===== src/rtl/rv_scoreboard_mc.sv =====
// Per-warp register hazard tracker: pending-write counters per (warp, register),
// multi-channel writeback release, configurable WAW policy and sticky underflow flag.
module rv_scoreboard_mc #(
  parameter int NUM_WARPS    = 4,
  parameter int NW_BITS      = 2,
  parameter int NUM_REGS     = 64,
  parameter int NR_BITS      = 6,
  parameter int NUM_WB       = 2,
  parameter int CNT_BITS     = 2,
  parameter int WAW_STALL    = 1,
  parameter int R0_HARDWIRED = 0
) (
  input  logic                       clk,
  input  logic                       reset,
  input  logic                       ibuffer_if_valid,
  input  logic [NW_BITS-1:0]         ibuffer_if_wid,
  input  logic                       ibuffer_if_wb,
  input  logic [NR_BITS-1:0]         ibuffer_if_rd,
  input  logic [NR_BITS-1:0]         ibuffer_if_rs1,
  input  logic [NR_BITS-1:0]         ibuffer_if_rs2,
  input  logic [NR_BITS-1:0]         ibuffer_if_rs3,
  output logic                       ibuffer_if_ready,
  input  logic [NUM_WB-1:0]          writeback_if_valid,
  input  logic [NUM_WB*NW_BITS-1:0]  writeback_if_wid,
  input  logic [NUM_WB*NR_BITS-1:0]  writeback_if_rd,
  input  logic [NUM_WB-1:0]          writeback_if_eop,
  output logic [NUM_WB-1:0]          writeback_if_ready,
  output logic [NUM_WARPS-1:0]       warp_busy,
  output logic                       underflow_err
);

  localparam logic [CNT_BITS-1:0] CMAX = '1;
  // Headroom for cnt + inc and the per-entry release count.
  localparam int EW = CNT_BITS + 8;

  logic [CNT_BITS-1:0]           cnt_q [NUM_WARPS][NUM_REGS];
  logic [CNT_BITS-1:0]           cnt_d [NUM_WARPS][NUM_REGS];
  logic [NUM_WARPS*NUM_REGS-1:0] uf_vec;
  logic                          underflow_q;

  logic                          reserve;
  logic                          rd_live;
  logic                          raw_block;
  logic                          waw_block;
  logic [CNT_BITS-1:0]           rd_cnt;
  logic [NUM_WB-1:0]             release_v;
  logic [NW_BITS-1:0]            wb_wid [NUM_WB];
  logic [NR_BITS-1:0]            wb_rd  [NUM_WB];

  function automatic logic src_blocks(input logic [CNT_BITS-1:0] c, input logic [NR_BITS-1:0] r);
    return (c != '0) && !((R0_HARDWIRED != 0) && (r == '0));
  endfunction

  genvar gi, gj, gk;

  generate
    for (gi = 0; gi < NUM_WB; gi++) begin : g_wb
      assign wb_wid[gi]    = writeback_if_wid[gi*NW_BITS +: NW_BITS];
      assign wb_rd[gi]     = writeback_if_rd[gi*NR_BITS +: NR_BITS];
      assign release_v[gi] = writeback_if_valid[gi] && writeback_if_eop[gi] &&
                             !((R0_HARDWIRED != 0) && (wb_rd[gi] == '0));
    end
  endgenerate

  assign raw_block = src_blocks(cnt_q[ibuffer_if_wid][ibuffer_if_rs1], ibuffer_if_rs1) ||
                     src_blocks(cnt_q[ibuffer_if_wid][ibuffer_if_rs2], ibuffer_if_rs2) ||
                     src_blocks(cnt_q[ibuffer_if_wid][ibuffer_if_rs3], ibuffer_if_rs3);

  assign rd_cnt    = cnt_q[ibuffer_if_wid][ibuffer_if_rd];
  assign rd_live   = ibuffer_if_wb && !((R0_HARDWIRED != 0) && (ibuffer_if_rd == '0));
  assign waw_block = rd_live && ((WAW_STALL != 0) ? (rd_cnt != '0) : (rd_cnt == CMAX));

  assign ibuffer_if_ready   = !(raw_block || waw_block);
  assign reserve            = ibuffer_if_valid && ibuffer_if_ready && rd_live;
  assign writeback_if_ready = '1;
  assign underflow_err      = underflow_q;

  generate
    for (gi = 0; gi < NUM_WARPS; gi++) begin : g_warp
      logic [NUM_REGS-1:0] nz;
      for (gj = 0; gj < NUM_REGS; gj++) begin : g_reg
        logic              inc;
        logic [NUM_WB-1:0] hit;
        logic [EW-1:0]     sum;
        logic [EW-1:0]     dec;

        assign inc = reserve && (ibuffer_if_wid == NW_BITS'(gi)) && (ibuffer_if_rd == NR_BITS'(gj));
        for (gk = 0; gk < NUM_WB; gk++) begin : g_hit
          assign hit[gk] = release_v[gk] && (wb_wid[gk] == NW_BITS'(gi)) && (wb_rd[gk] == NR_BITS'(gj));
        end

        // Each releasing channel counts separately; excess releases clamp at zero.
        assign sum                       = EW'(cnt_q[gi][gj]) + EW'(inc);
        assign dec                       = EW'($countones(hit));
        assign uf_vec[gi*NUM_REGS + gj]  = (dec > sum);
        assign cnt_d[gi][gj]             = (dec > sum) ? '0 : CNT_BITS'(sum - dec);
        assign nz[gj]                    = (cnt_q[gi][gj] != '0);
      end
      assign warp_busy[gi] = |nz;
    end
  endgenerate

  always_ff @(posedge clk or negedge reset) begin
    if (!reset) begin
      for (int w = 0; w < NUM_WARPS; w++) begin
        for (int r = 0; r < NUM_REGS; r++) begin
          cnt_q[w][r] <= '0;
        end
      end
      underflow_q <= 1'b0;
    end else begin
      for (int w = 0; w < NUM_WARPS; w++) begin
        for (int r = 0; r < NUM_REGS; r++) begin
          cnt_q[w][r] <= cnt_d[w][r];
        end
      end
      underflow_q <= underflow_q | (|uf_vec);
    end
  end

endmodule


===== config.mk =====
export PLATFORM = sky130hd
export DESIGN_NAME = rv_scoreboard_mc
export DESIGN_NICKNAME = d
export VERILOG_FILES = /design/src/rtl/rv_scoreboard_mc.sv
export SDC_FILE = /design/constraint.sdc
export NUM_CORES = 2
export LEC_CHECK = 0
export BUFFER_PORTS_ARGS = -buffer_cell sky130_fd_sc_hd__buf_2
export CORE_MARGIN = 2
export CORE_UTILIZATION = 35
export DETAILED_ROUTE_END_ITERATION = 8
export GPL_TIMING_DRIVEN = 1
export PLACE_DENSITY = 0.46
export SYNTH_ARGS = -nofsm -noshare
export SYNTH_HDL_FRONTEND = slang
export SYNTH_SLANG_ARGS = --single-unit

===== constraint.sdc =====
create_clock -name clk -period 6.96 [get_ports clk]
set_clock_uncertainty 0.15 [all_clocks]
set_input_delay 0.348 -clock clk [delete_from_list [all_inputs] [get_ports clk]]
set_output_delay 0.348 -clock clk [all_outputs]
set_load 0.005 [all_outputs]

== Word level (Yosys, flattened, before mapping) ==
Cells that the tools add are included.
Operators by class
  add/subtract/negate cells: 768
  $lt $le $gt $ge: 261
  equality and inequality tests: 198
  multiplexer cells: 271
  bitwise gates (word level): 6
  reductions and logical operators: 1060
Operator list (count)
  1-bit logical AND: 785
  2-bit by 1-bit adder with 3-bit output: 256
  2-bit by 3-bit greater-than comparator with 1-bit output: 256
  6-bit equality test, second input constant: 96
  2-bit 2-to-1 mux: 264
  2-bit nonzero test: 260
  1-bit by 1-bit adder with 2-bit output: 256
  2-bit subtractor: 256
  6-bit by 5-bit equality test with 1-bit output, second input constant: 48
  128-bit binary-select mux with 2-bit select: 1
  128-bit 2-to-1 mux: 2
  256-bit OR reduction: 1
  64-bit OR reduction: 4
  6-bit by 4-bit equality test with 1-bit output, second input constant: 24
  6-bit by 3-bit equality test with 1-bit output, second input constant: 12
  2-bit binary-select mux with 6-bit select: 4
  6-bit by 2-bit equality test with 1-bit output, second input constant: 6
  7-bit >= comparator, second input constant: 4
  6-bit inverter with 7-bit output: 4
  6-bit by 1-bit equality test with 1-bit output, second input constant: 3
  6-bit logical NOT: 3
  2-bit equality test, second input constant: 6
  2-bit by 1-bit equality test with 1-bit output, second input constant: 3
  2-bit logical NOT: 3
  other kinds (5): 7
Word-level totals
  register bits after elaboration: 513
  output and inout port bits: 8
  logic and storage cells: 2821

== Longest topological paths before layout ==
  word-level depth: 20
  depth in mapped cells: 28

== Least setup slack after synthesis ==
No wires, ideal clock.
  kind: in2reg
  from: input port ibuffer_if_wid[1]
  to: register underflow_q, in the netlist underflow_err
  arrival: 5.351 ns
  path slack: 1.319 ns
  cell stages on the path: 23
  path buffers: 5
  cells stage by stage: buf_2 -> buf_2 -> buf_2 -> mux4_2 -> mux4_2 -> nor2_1 -> a21oi_1 -> o32ai_1 -> nand4_2 -> buf_2 -> buf_2 -> nor4_2 -> ha_1 -> ha_1 -> inv_1 -> ha_1 -> a21oi_1 -> a211oi_1 -> nor4_1 -> nand2_1 -> or4b_2 -> nor4_1 -> nand4_1
Between the ends
  cells in the longest elaborated chain, start to end: 20
  elaborated cells between the ends (all ways): 805
  classes of those cells: 256 x add/sub; 256 x order compare; 3 x eq/ne; 15 x mux; 2 x bitwise; 273 x reduce/logical
Ends and longest elaborated chain
  start: declaration: RTL line 16  | input logic [NW_BITS-1:0] ibuffer_if_wid,
  2-bit inverter with 3-bit output (implied by the code)
  128-bit binary-select mux with 2-bit select
  128-bit 2-to-1 mux (implied by the code) (2 in series)
  2-bit binary-select mux with 6-bit select, on equally long branches: RTL line 65, 66
  2-bit 2-to-1 mux, on equally long branches (2 in series): RTL line 65, 66
  2-bit nonzero test: RTL line 51  | return (c != '0) && !((R0_HARDWIRED != 0) && (r == '0));
  1-bit logical OR: RTL line 65  | assign raw_block = src_blocks(cnt_q[ibuffer_if_wid][ibuffer_if_rs1], ibuffer_if_rs1) ||
  1-bit logical OR: RTL line 66  | src_blocks(cnt_q[ibuffer_if_wid][ibuffer_if_rs2], ibuffer_if_rs2) ||
  1-bit logical OR: RTL line 73  | assign ibuffer_if_ready = !(raw_block || waw_block);
  1-bit logical NOT: RTL line 73
  1-bit logical AND (2 in series): RTL line 74  | assign reserve = ibuffer_if_valid && ibuffer_if_ready && rd_live;
  1-bit logical AND (2 in series): RTL line 87  | assign inc = reserve && (ibuffer_if_wid == NW_BITS'(gi)) && (ibuffer_if_rd == NR_BITS'(gj));
  2-bit by 1-bit adder with 3-bit output: RTL line 93  | assign sum = EW'(cnt_q[gi][gj]) + EW'(inc);
  2-bit by 3-bit greater-than comparator with 1-bit output: RTL line 95  | assign uf_vec[gi*NUM_REGS + gj] = (dec > sum);
  256-bit OR reduction (*): RTL line 117  | underflow_q <= underflow_q | (|uf_vec);
  1-bit OR (*): RTL line 117
  end signal: assignment: RTL line 117
  end: declaration: RTL line 39  | logic underflow_q;
Mark *: on every way between the ends. The rest lies on a longest branch, timed or not. The select of a mux whose other input is x is not followed.

== Final worst setup path ==
  from: register cnt_q[282] (netlist name)
  to: register underflow_q, in the netlist underflow_err
Between the ends
  cells in the longest elaborated chain, start to end: 19
  elaborated cells between the ends (all ways): 800
  classes of those cells: 256 x add/sub; 256 x order compare; 15 x mux; 1 x bitwise; 272 x reduce/logical
Ends and longest elaborated chain
  start: declaration: RTL line 36  | logic [CNT_BITS-1:0] cnt_q [NUM_WARPS][NUM_REGS];
  start signal: indexed assignment: RTL line 114  | cnt_q[w][r] <= cnt_d[w][r];
  128-bit binary-select mux with 2-bit select
  128-bit 2-to-1 mux (implied by the code) (2 in series)
  2-bit binary-select mux with 6-bit select, on equally long branches: RTL line 65, 66
  2-bit 2-to-1 mux, on equally long branches (2 in series): RTL line 65, 66
  2-bit nonzero test: RTL line 51
  1-bit logical OR: RTL line 65
  1-bit logical OR: RTL line 66
  1-bit logical OR: RTL line 73
  1-bit logical NOT: RTL line 73
  1-bit logical AND (2 in series): RTL line 74
  1-bit logical AND (2 in series): RTL line 87
  2-bit by 1-bit adder with 3-bit output: RTL line 93
  2-bit by 3-bit greater-than comparator with 1-bit output: RTL line 95
  256-bit OR reduction (*): RTL line 117
  1-bit OR (*): RTL line 117
Marks and branches as above.

==> results.cfg <==
[floorplan]
die_h_um = 436
core_um2 = 185000
rows = 158
io_pins = 58
die_w_um = 436
die-area_um2 = 190000
initial_utilization = 0.352

[logic_synthesis]
synth_edf_count = 0
syn_avg_cell_area_um2 = 8.77
yosys_warnings = 0
syn-cell-area_um2 = 65300
yosys.area.top_type = ha_1
synth_top_area_frac = 0.294
ys_seq_area_frac = 0.197
async_reset_ff_frac = 1.00
synth_flop_cell = dfrtp_1
syn_inst = 7442
ys_types = 72
yosys-top-cells-area = ha_1 29%, dfrtp_1 20%, mux4_2 9.7%, nor2_1 7.9%, inv_1 5.9%
ys_seq_elements = 513

[place]
post_dp_cell_area_um2 = 74000
post-place-cells = 10425
place_congestion = 1.08
pre_cts_ws_ns = -0.765
portBuffers = 55
hpwl_um = 303000

[routing]
wl_per_cell_um = 35.2
viasPerCell = 5.94
ant_nets = 0
drt-total-wl_um = 373000
drt_iter0_drc = 6880
drtPass1Iterations = 6
drc = 0
vias = 62939

[worst_setup_path]
cp_top_family = simple AND/OR/NAND/NOR gates
critPathMaxStageDelay_ns = 0.80
end_kind = flop
cpMaxStageDelayCell = nor4_1
critPathKind = flop to flop
path_buf_inv = 5
startpoint_type = flop
cp_max_fo = 30
cp.arrival_ns = 7.43
cp_cell_sequence = mux4_2 > and2_1 > a2111oi_1 > a21oi_1 > a32oi_1 > buf_4 > a41o_1 > nand4_4 > buf_4 > buf_12 > nor4_1 > ha_1 > ha_1 > inv_1 > ha_1 > a21oi_1 > a211oi_2 > nor4_1 > buf_4 > nand4_1 > nor4_1 > nand4_1
cp.required_ns = 7.44

[clocking]
cts_tree = built
clkSinkCount = 513
cts.htree.levels = 3
insertion_delay_ns = 0.77
cts_buffers = 79
cts_setup_buffers = 0
clkTransAtPathRegs_ns = 0.07
root_buffer = clkbuf_16
clk_path_buf_depth = 3

[final_layout]
seqCellArea_um2 = 12800
final_common_cell = ha_1
final_area_um2 = 76800
fill_cells = 18766
fin_util = 0.414
multi_input_area_um2 = 47300
nets = 9613
syn2layout_area_growth_pct = 17.6
drive_above_1_share = 0.191
stdcell_count = 10594
layout_common_cells = 1536 x ha_1, 1350 x nor2_1, 1033 x inv_1

[grt]
grt_overflow_total = 0
first_global_vias = 60132
grt_use_total = 0.385
grt_max_degree = 136
antenna_found_initial = 65
grt_pass1_wl_um = 504000

[timing]
finalCritPeriodShare = 0.998
setup_violations = 0
max_slew_margin = -0.0236
finalSetupTns_ns = 0
worst_pin_slew_ns = 1.53
finalCriticalPeriod_ns = 6.95
hold_violations = 0
max_freq_mhz = 144
rsz0062_at_grt = false
setup_ws_ns = 0.0130
worst_hold_slack_ns = 0.0530
slew_viol_final = 8

[flow_run]
drv_cap = 3

[power]
powerDensity_nw_per_um2 = 161
ir_worst_vdd_v = 0.000178
finalPower_mw = 12.4
p_leak_nw = 35.0

[run_status]
violations = capacitance limit, slew limit
status = finished with violations

[hold_path]
hold_path_class = input port to asynchronous set/reset pin
final cells by class:
type,instances,area share
diodes,24,0.000782
clock buffers,119,0.0304
clock inverters,25,0.00495
inverters,1036,0.0506
multi-input cells,5585,0.616
flip-flops and latches,513,0.167
well taps,2480,0.0404
repair buffers,812,0.0895
kinds of logic (layout without fill, tap and decap cells):
| family | count (synthesis) | count (layout) | synth area share |
|---|---|---|---|
| xor gates and xnor gates | 254 | 254 | 0.0341 |
| other | 1 | 26 | 0.0000574 |
| buffers and inverters | 1345 | 1992 | 0.0848 |
| and+or+nand+nor | 2611 | 2611 | 0.197 |
| muxes | 411 | 411 | 0.117 |
| adders and majority gates | 1536 | 1536 | 0.294 |
| AOI/OAI and AO/OA | 771 | 771 | 0.0755 |
| DFF | 513 | 513 | 0.197 |
cell usage after synthesis, types with 4 or more instances:
master,instances
ha_1,1536
nor2_1,1368
inv_1,1034
nand2_1,561
dfrtp_1,513
a21oi_1,364
mux4_2,280
xor2_1,254
nor4_2,230
nor4_1,212
a211oi_1,193
clkbuf_1,138
mux2i_1,111
buf_2,85
a22oi_1,57
nand4_1,57
nand3_1,43
nor3_1,39
buf_6,37
nor2b_1,29
buf_4,28
nand2b_1,22
buf_1,21
mux2_2,20
o21ai_0,18
a2111oi_0,17
o22ai_1,16
a22o_1,14
and2_1,14
a221oi_1,11
o31ai_1,11
a31oi_1,10
and4_1,7
o211ai_1,7
a311oi_1,6
o41ai_1,6
or3_1,6
o2111ai_1,5
o221ai_1,5
a32oi_1,4
and3_1,4
o311ai_0,4
or2_1,4
worst paths after layout:
kind | start | end | slack (ns) | cells after the start
max in group asynchronous | reset | cnt_q[318]$_DFF_PN0_ | 4.87 | 4
min reg2reg | cnt_q[121]$_DFF_PN0_ | cnt_q[120]$_DFF_PN0_ | 0.58 | 3
min | reset | cnt_q[241]$_DFF_PN0_ | 0.05 | 2
max reg2reg | cnt_q[282]$_DFF_PN0_ | underflow_err$_DFF_PN0_ | 0.01 | 22
min in group clk | cnt_q[121]$_DFF_PN0_ | cnt_q[120]$_DFF_PN0_ | 0.58 | 3
max | cnt_q[282]$_DFF_PN0_ | underflow_err$_DFF_PN0_ | 0.01 | 22
flip-flops by register name, indices dropped and copies added, names as in the netlist:
name	count
cnt_q	512
underflow_err	1
report_power, final:
group	switching, mW	internal [mW]
clock	1.80	2.64
sequential	0.400	3.13
combinational	2.86	1.52
total	5.06	7.29
worst register-to-register path, stage by stage (launching register included):
cell       delay [ns]
dfrtp_1          0.48
mux4_2           0.50
and2_1           0.17
a2111oi_1        0.70
a21oi_1          0.08
a32oi_1          0.31
buf_4            0.21
a41o_1           0.30
nand4_4          0.17
buf_4            0.30
buf_12           0.26
nor4_1           0.46
ha_1             0.25
ha_1             0.23
inv_1            0.06
ha_1             0.23
a21oi_1          0.22
a211oi_2         0.19
nor4_1           0.81
buf_4            0.23
nand4_1          0.17
nor4_1           0.22
nand4_1          0.15
timing repair:
| action | 4_1_cts | 5_1_grt |
|---|---|---|
| resized for setup | 2 | 4 |
| hold buffers | 1 | 0 |
| pin swaps | 0 | 0 |
| setup endpoints to repair | 1 | 1 |
| hold endpoints to repair | 71 | 0 |
routing by layer:
metal	vias to the layer above	share of wire	GRT usage
met5	-	0.0011	0
met4	46	0.086	0.278
met3	990	0.098	0.109
met2	3375	0.42	0.569
met1	31452	0.40	0.479
li1	27076	-	-
(Power assumes the default switching activity.)
